$ cat src/rtl/vslc_timer_bank.sv
// vslc_timer_bank: NCH independent timers (cycle, one-shot, TON, TOF)
// sharing one free-running prescaler.
module vslc_timer_bank #(
   parameter  int NCH   = 4,
   parameter  int CNT_W = 10,
   parameter  int DIV_W = 4,
   localparam int CH_W  = (NCH > 1) ? $clog2(NCH) : 1
) (
   input  logic             clk,
   input  logic             rst_n,
   input  logic             cfg_we,
   input  logic [CH_W-1:0]  cfg_ch,
   input  logic [1:0]       cfg_addr,
   input  logic [CNT_W-1:0] cfg_data,
   input  logic [NCH-1:0]   ch_en,
   output logic [NCH-1:0]   tmr_out,
   output logic [NCH-1:0]   tmr_busy,
   output logic [NCH-1:0]   tmr_done
);
   localparam int PRE_W = (1 << DIV_W) - 1;

   localparam logic [1:0] ST_IDLE = 2'd0;
   localparam logic [1:0] ST_A    = 2'd1;
   localparam logic [1:0] ST_B    = 2'd2;
   localparam logic [1:0] ST_HOLD = 2'd3;

   localparam logic [1:0] M_CYCLE   = 2'd0;
   localparam logic [1:0] M_ONESHOT = 2'd1;
   localparam logic [1:0] M_TON     = 2'd2;
   localparam logic [1:0] M_TOF     = 2'd3;

   logic [PRE_W-1:0] pre_q, pre_d;
   logic [NCH-1:0]   en_q, en_d;
   logic [NCH-1:0]   out_q, out_d;
   logic [NCH-1:0]   done_q, done_d;
   logic [1:0]       st_q   [NCH];
   logic [1:0]       st_d   [NCH];
   logic [CNT_W-1:0] cnt_q  [NCH];
   logic [CNT_W-1:0] cnt_d  [NCH];
   logic [CNT_W-1:0] pa_q   [NCH];
   logic [CNT_W-1:0] pa_d   [NCH];
   logic [CNT_W-1:0] pb_q   [NCH];
   logic [CNT_W-1:0] pb_d   [NCH];
   logic [1:0]       mode_q [NCH];
   logic [1:0]       mode_d [NCH];
   logic [DIV_W-1:0] div_q  [NCH];
   logic [DIV_W-1:0] div_d  [NCH];

   function automatic logic tick_of(input logic [PRE_W-1:0] pre,
                                    input logic [DIV_W-1:0] dv);
      logic t;
      t = 1'b1;
      for (int b = 0; b < PRE_W; b++)
         if (b < int'(dv) && !pre[b]) t = 1'b0;
      return t;
   endfunction

   // Phase entry with zero-length phases skipped; returns {state, out}.
   function automatic logic [2:0] go_a(input logic [CNT_W-1:0] pa,
                                       input logic [CNT_W-1:0] pb);
      if (pa != '0) return {ST_A, 1'b0};
      if (pb != '0) return {ST_B, 1'b1};
      return {ST_IDLE, 1'b0};
   endfunction

   function automatic logic [2:0] go_b(input logic [CNT_W-1:0] pa,
                                       input logic [CNT_W-1:0] pb);
      if (pb != '0) return {ST_B, 1'b1};
      if (pa != '0) return {ST_A, 1'b0};
      return {ST_IDLE, 1'b0};
   endfunction

   always_comb begin : nxt
      logic [CNT_W:0] cnt1;
      logic           tick, end_a, end_b;
      logic           en, rise, fall, wr;
      logic [2:0]     nx;
      pre_d  = pre_q + PRE_W'(1);
      en_d   = ch_en;
      out_d  = out_q;
      done_d = '0;
      for (int i = 0; i < NCH; i++) begin
         st_d[i]   = st_q[i];
         cnt_d[i]  = cnt_q[i];
         pa_d[i]   = pa_q[i];
         pb_d[i]   = pb_q[i];
         mode_d[i] = mode_q[i];
         div_d[i]  = div_q[i];
         en    = ch_en[i];
         rise  = en & ~en_q[i];
         fall  = ~en & en_q[i];
         tick  = tick_of(pre_q, div_q[i]);
         cnt1  = {1'b0, cnt_q[i]} + (CNT_W+1)'(1);
         end_a = tick && (cnt1 >= {1'b0, pa_q[i]});
         end_b = tick && (cnt1 >= {1'b0, pb_q[i]});
         nx    = {st_q[i], out_q[i]};
         unique case (mode_q[i])
            M_CYCLE: begin
               if (!en) begin
                  nx = {ST_IDLE, 1'b0};
                  cnt_d[i] = '0;
               end else begin
                  unique case (st_q[i])
                     ST_IDLE: begin
                        nx = go_a(pa_q[i], pb_q[i]);
                        cnt_d[i] = '0;
                     end
                     ST_A: begin
                        if (end_a) begin
                           nx = go_b(pa_q[i], pb_q[i]);
                           cnt_d[i] = '0;
                        end else if (tick) cnt_d[i] = cnt1[CNT_W-1:0];
                     end
                     ST_B: begin
                        if (end_b) begin
                           nx = go_a(pa_q[i], pb_q[i]);
                           cnt_d[i] = '0;
                        end else if (tick) cnt_d[i] = cnt1[CNT_W-1:0];
                     end
                     default: begin
                        nx = {ST_IDLE, 1'b0};
                        cnt_d[i] = '0;
                     end
                  endcase
               end
            end
            M_ONESHOT: begin
               unique case (st_q[i])
                  ST_IDLE: begin
                     if (rise) begin
                        nx = go_a(pa_q[i], pb_q[i]);
                        cnt_d[i] = '0;
                        done_d[i] = (pa_q[i] == '0) && (pb_q[i] == '0);
                     end
                  end
                  ST_A: begin
                     if (end_a) begin
                        cnt_d[i] = '0;
                        if (pb_q[i] != '0) nx = {ST_B, 1'b1};
                        else begin
                           nx = {ST_IDLE, 1'b0};
                           done_d[i] = 1'b1;
                        end
                     end else if (tick) cnt_d[i] = cnt1[CNT_W-1:0];
                  end
                  ST_B: begin
                     if (end_b) begin
                        nx = {ST_IDLE, 1'b0};
                        cnt_d[i] = '0;
                        done_d[i] = 1'b1;
                     end else if (tick) cnt_d[i] = cnt1[CNT_W-1:0];
                  end
                  default: begin
                     nx = {ST_IDLE, 1'b0};
                     cnt_d[i] = '0;
                  end
               endcase
            end
            M_TON: begin
               if (!en) begin
                  nx = {ST_IDLE, 1'b0};
                  cnt_d[i] = '0;
               end else begin
                  unique case (st_q[i])
                     ST_IDLE: begin
                        cnt_d[i] = '0;
                        if (pa_q[i] == '0) begin
                           nx = {ST_HOLD, 1'b1};
                           done_d[i] = 1'b1;
                        end else nx = {ST_A, 1'b0};
                     end
                     ST_A: begin
                        if (end_a) begin
                           nx = {ST_HOLD, 1'b1};
                           cnt_d[i] = '0;
                           done_d[i] = 1'b1;
                        end else if (tick) cnt_d[i] = cnt1[CNT_W-1:0];
                     end
                     ST_HOLD: ;
                     default: begin
                        nx = {ST_IDLE, 1'b0};
                        cnt_d[i] = '0;
                     end
                  endcase
               end
            end
            default: begin
               if (en) begin
                  nx = {ST_HOLD, 1'b1};
                  cnt_d[i] = '0;
               end else begin
                  unique case (st_q[i])
                     ST_HOLD: begin
                        if (fall) begin
                           cnt_d[i] = '0;
                           if (pb_q[i] != '0) nx = {ST_B, 1'b1};
                           else begin
                              nx = {ST_IDLE, 1'b0};
                              done_d[i] = 1'b1;
                           end
                        end
                     end
                     ST_B: begin
                        if (end_b) begin
                           nx = {ST_IDLE, 1'b0};
                           cnt_d[i] = '0;
                           done_d[i] = 1'b1;
                        end else if (tick) cnt_d[i] = cnt1[CNT_W-1:0];
                     end
                     default: begin
                        nx = {ST_IDLE, 1'b0};
                        cnt_d[i] = '0;
                     end
                  endcase
               end
            end
         endcase
         st_d[i]  = nx[2:1];
         out_d[i] = nx[0];
         // A mode/div write overrides whatever the channel was about to do.
         wr = cfg_we && (cfg_ch == CH_W'(i));
         if (wr) begin
            unique case (cfg_addr)
               2'd0: pa_d[i] = cfg_data;
               2'd1: pb_d[i] = cfg_data;
               2'd2: begin
                  mode_d[i] = cfg_data[DIV_W+1:DIV_W];
                  div_d[i]  = cfg_data[DIV_W-1:0];
                  st_d[i]   = ST_IDLE;
                  cnt_d[i]  = '0;
                  out_d[i]  = 1'b0;
                  done_d[i] = 1'b0;
               end
               default: ;
            endcase
         end
      end
   end

   always_ff @(posedge clk or negedge rst_n) begin
      if (!rst_n) begin
         pre_q  <= '0;
         en_q   <= '0;
         out_q  <= '0;
         done_q <= '0;
         for (int i = 0; i < NCH; i++) begin
            st_q[i]   <= ST_IDLE;
            cnt_q[i]  <= '0;
            pa_q[i]   <= CNT_W'(1);
            pb_q[i]   <= CNT_W'(2);
            mode_q[i] <= M_CYCLE;
            div_q[i]  <= '0;
         end
      end else begin
         pre_q  <= pre_d;
         en_q   <= en_d;
         out_q  <= out_d;
         done_q <= done_d;
         st_q   <= st_d;
         cnt_q  <= cnt_d;
         pa_q   <= pa_d;
         pb_q   <= pb_d;
         mode_q <= mode_d;
         div_q  <= div_d;
      end
   end

   always_comb begin
      for (int i = 0; i < NCH; i++)
         tmr_busy[i] = (st_q[i] != ST_IDLE);
   end

   assign tmr_out  = out_q;
   assign tmr_done = done_q;

endmodule

$ cat config.mk
export PLATFORM = sky130hd
export DESIGN_NAME = vslc_timer_bank
export DESIGN_NICKNAME = d
export VERILOG_FILES = /design/src/rtl/vslc_timer_bank.sv
export SDC_FILE = /design/constraint.sdc
export NUM_CORES = 1
export LEC_CHECK = 0
export CAP_MARGIN = 10
export CORE_MARGIN = 10
export CORE_UTILIZATION = 45
export DETAILED_ROUTE_END_ITERATION = 12
export PLACE_DENSITY = 0.66
export SLEW_MARGIN = 20
export SYNTH_ARGS = -nofsm -noshare
export SYNTH_HDL_FRONTEND = slang
export SYNTH_SLANG_ARGS = --single-unit
$ cat constraint.sdc
create_clock -name clk -period 3.65 [get_ports clk]
set_input_delay 0.73 -clock clk [delete_from_list [all_inputs] [get_ports clk]]
set_output_delay 0.73 -clock clk [all_outputs]
set_load 0.03 [all_outputs]
==> impl_metrics.tcl <==
set metrics [dict create \
    peakVddDrop_uv 259 \
    grt_max_degree 88 \
    slowest_delay_ns 0.45 \
    r2r_slack_ns 0.12 \
    yosysWarnings 0 \
    synth.avg_cell_area_um2 8.52 \
    pre_cts_ws_ns 0.0591 \
    hold_viol 0 \
    syn-cell-area_um2 12900 \
    ys.flop_type "dfrtp_1" \
    die_h_um 189 \
    tns_ns 0 \
    yosysTopAreaCellShare 0.331 \
    nFillCells 2669 \
    fin_skew_ns 0.0183 \
    overflow 0 \
    critPathKind "reg -> reg" \
    hp-class "in -> async" \
    fp.dieW_um 189 \
    numCtsBuffers 17 \
    layout-area-overhead-vs-synth_pct 12.5 \
    clockRootBuffer "clkbuf_16" \
    cts.reportedPaths.clkPinSlew_ns 0.08 \
    met2_usage 0.311 \
    startpoint "cnt_q[32]" \
    vias_per_cell 6.00 \
    layout.cells.non_filler 1952 \
    fmax_ghz 0.283 \
    tightest_slew_ns 0.862 \
    p_leak_nw 6.51 \
    syn_nets 1647 \
    antenna_found_initial 2 \
    finalSetupViolations 0 \
    cts_tree "built" \
    routedWlPerCell_um 18.3 \
    maxSlewHeadroom 0.423 \
    finalPower_mw 6.72 \
    p_per_area_nw_per_um2 462 \
    endpoint_kind "register" \
    use_met3 0.0305 \
    clock_path_buffers 2 \
    rr_endpoint "cnt_q[34]" \
    synthTopCellsByArea "dfrtp_1, ha_1, nand2_1, mux2_2, o21ai_0" \
    pin_count 33 \
    status "completed" \
    layout_min_cycle_time_ns 3.53 \
    nets 1691 \
    pwr-share-comb 0.337 \
    maxSlewViolCount 0 \
    switching_share 0.393 \
    dieArea_um2 35900 \
    cp.required_ns 3.99 \
    clock_power_share 0.269 \
    crit_path_start_kind "register" \
    drt-total-wl_mm 35.7 \
    finalCritPeriodShare 0.967 \
    vias 11700 \
    worst_path_max_delay_cell "dfrtp_2" \
    path_cells "and3_1 -> and3_1 -> and3_1 -> and3_2 -> xor2_2 -> ha_1 -> nor2b_1 -> a311o_1 -> a41oi_2 -> o221ai_2 -> nand2_1 -> o21ai_0 -> a311oi_2" \
    cp_common_cell "and3_1" \
    arrival_ns 3.87 \
    clk_latency_ns 0.45 \
    rows 61 \
    io_buffer_count 32 \
    grt_busiest_layer "met2" \
    synthTopCellsByCount "nand2_1, dfrtp_1, inv_1" \
    cap_violations 0 \
    grt_pass1_vias 11300 \
    crit_fanout 7 \
    dp_hpwl_mm 25.5 \
    yosysSeqAreaShare 0.347 \
    ant_nets 0 \
    layout-drive-gt1-share 0.116 \
    dp.cells 1914 \
    drc_errors 0 \
    grt_util_met1 0.271 \
    syn_inst 1517 \
    cts.sinks 179 \
    num_antenna_cells 0 \
    coreArea_um2 28100 \
    r2r_start "cnt_q[32]" \
    grt_usage 0.196 \
    place.gp.congestion 0.940 \
    htreeDepth 4 \
    synth_edf_count 0 \
    seqPwrFrac 0.394 \
    synth_most_common_cell "nand2_1" \
    drtPass1Iterations 6 \
    ys_types 79 \
    start_util 0.460 \
    synth_seq_cells 179 \
    async_reset_ff_frac 1.00 \
    setup_slack_ns 0.119 \
    yosysTopAreaCell "dfrtp_1" \
    grt_pass1_wl_mm 58.5 \
    p_sw_mw 2.64 \
    intPower_mw 4.08 \
    drt_iter0_drc 1094 \
    rr_worst_depth 13 \
    ctsHoldBuffers 0 \
]
==> state kept, by name, indices dropped and copies added (netlist names) <==
register,flops
mode_q,8
tmr_out,4
pa_q,40
pb_q,40
tmr_done,4
cnt_q,40
en_q,4
div_q,16
pre_q,15
st_q,8
==> cells in the final DEF, fill, tap and decap left out, types with 24 or more instances in the layout <==
| cell | n |
|---|---|
| nand2b_1 | 29 |
| nand3_1 | 39 |
| a21oi_1 | 94 |
| clkdlybuf4s50_1 | 31 |
| dfrtp_1 | 168 |
| buf_4 | 43 |
| a31oi_1 | 24 |
| ha_1 | 109 |
| nor2_1 | 95 |
| mux2_2 | 54 |
| nand2_1 | 199 |
| o21ai_0 | 103 |
| inv_1 | 115 |
==> area by class of cell <==
class | instances | area, um2 | share of cell area
well taps | 378 | 473 | 0.0325
repair buffers | 78 | 692 | 0.0476
inverters | 116 | 435 | 0.0299
flip-flops and latches | 179 | 4490 | 0.309
multi-input cells | 1169 | 7890 | 0.543
clock buffers | 17 | 425 | 0.0292
clock inverters | 15 | 133 | 0.00912
==> per-layer routing <==
metal / wire, um / part of all wire
met5: 31 / 0.00087
met2: 16300 / 0.46
met4: 517 / 0.014
met1: 17000 / 0.48
met3: 1850 / 0.052
==> timing repair <==
action / CTS / global route
endpoints found under the setup margin: 0 / 47
setup buffers: 0 / 6
gates resized for setup: 0 / 22
==> cells by family after synthesis <==
kind of cell               Yosys count  synth area share
AOI/OAI and AO/OA                  453             0.230
xor gates and xnor gates            44            0.0298
adders and majority gates          109             0.106
buffers and inverters              169            0.0507
DFF                                179             0.347
muxes                               59            0.0509
and+or+nand+nor                    504             0.186
==> how the worst max path moves through the flow <==
stage / cells past startpoint / to / slack, ns
CTS: 13 / cnt_q[34] / 0.02
floorplan: 16 / cnt_q[17] / 0.21
finish: 13 / cnt_q[34] / 0.12
global placement: 12 / st_q[4] / 0.12
detailed placement: 13 / cnt_q[33] / 0.06
global route: 14 / st_q[6] / -0.06
==> power by group through the flow <==
stage               registers [mW]  logic, mW  clock network (mW)
floorplan                     2.57       1.56                   0
CTS                           2.64       2.21                1.84
finish                        2.65       2.26                1.80
detailed placement            2.67       2.19                   0
global route                  2.70       2.53                1.93
global placement              2.67       2.15                   0
==> critical path: cells and delay by family (launching register included) <==
kind                       cells  cell delay (ns)
AOI/OAI and AO/OA              5             1.19
xor gates and xnor gates       1             0.16
adders and majority gates      1             0.32
DFF                            1             0.45
and+or+nand+nor                6             1.29
==> stage by stage <==
step,utilization,hold WS (ns),instance area (um2)
global route,0.518,0.390,14500
floorplan,-,0.434,12900
finish,0.518,0.329,14500
detailed placement,0.492,0.499,13800
CTS,0.512,0.376,14400
global placement,0.492,0.492,13800
No activity file was read; power rests on OpenSTA's default activity.
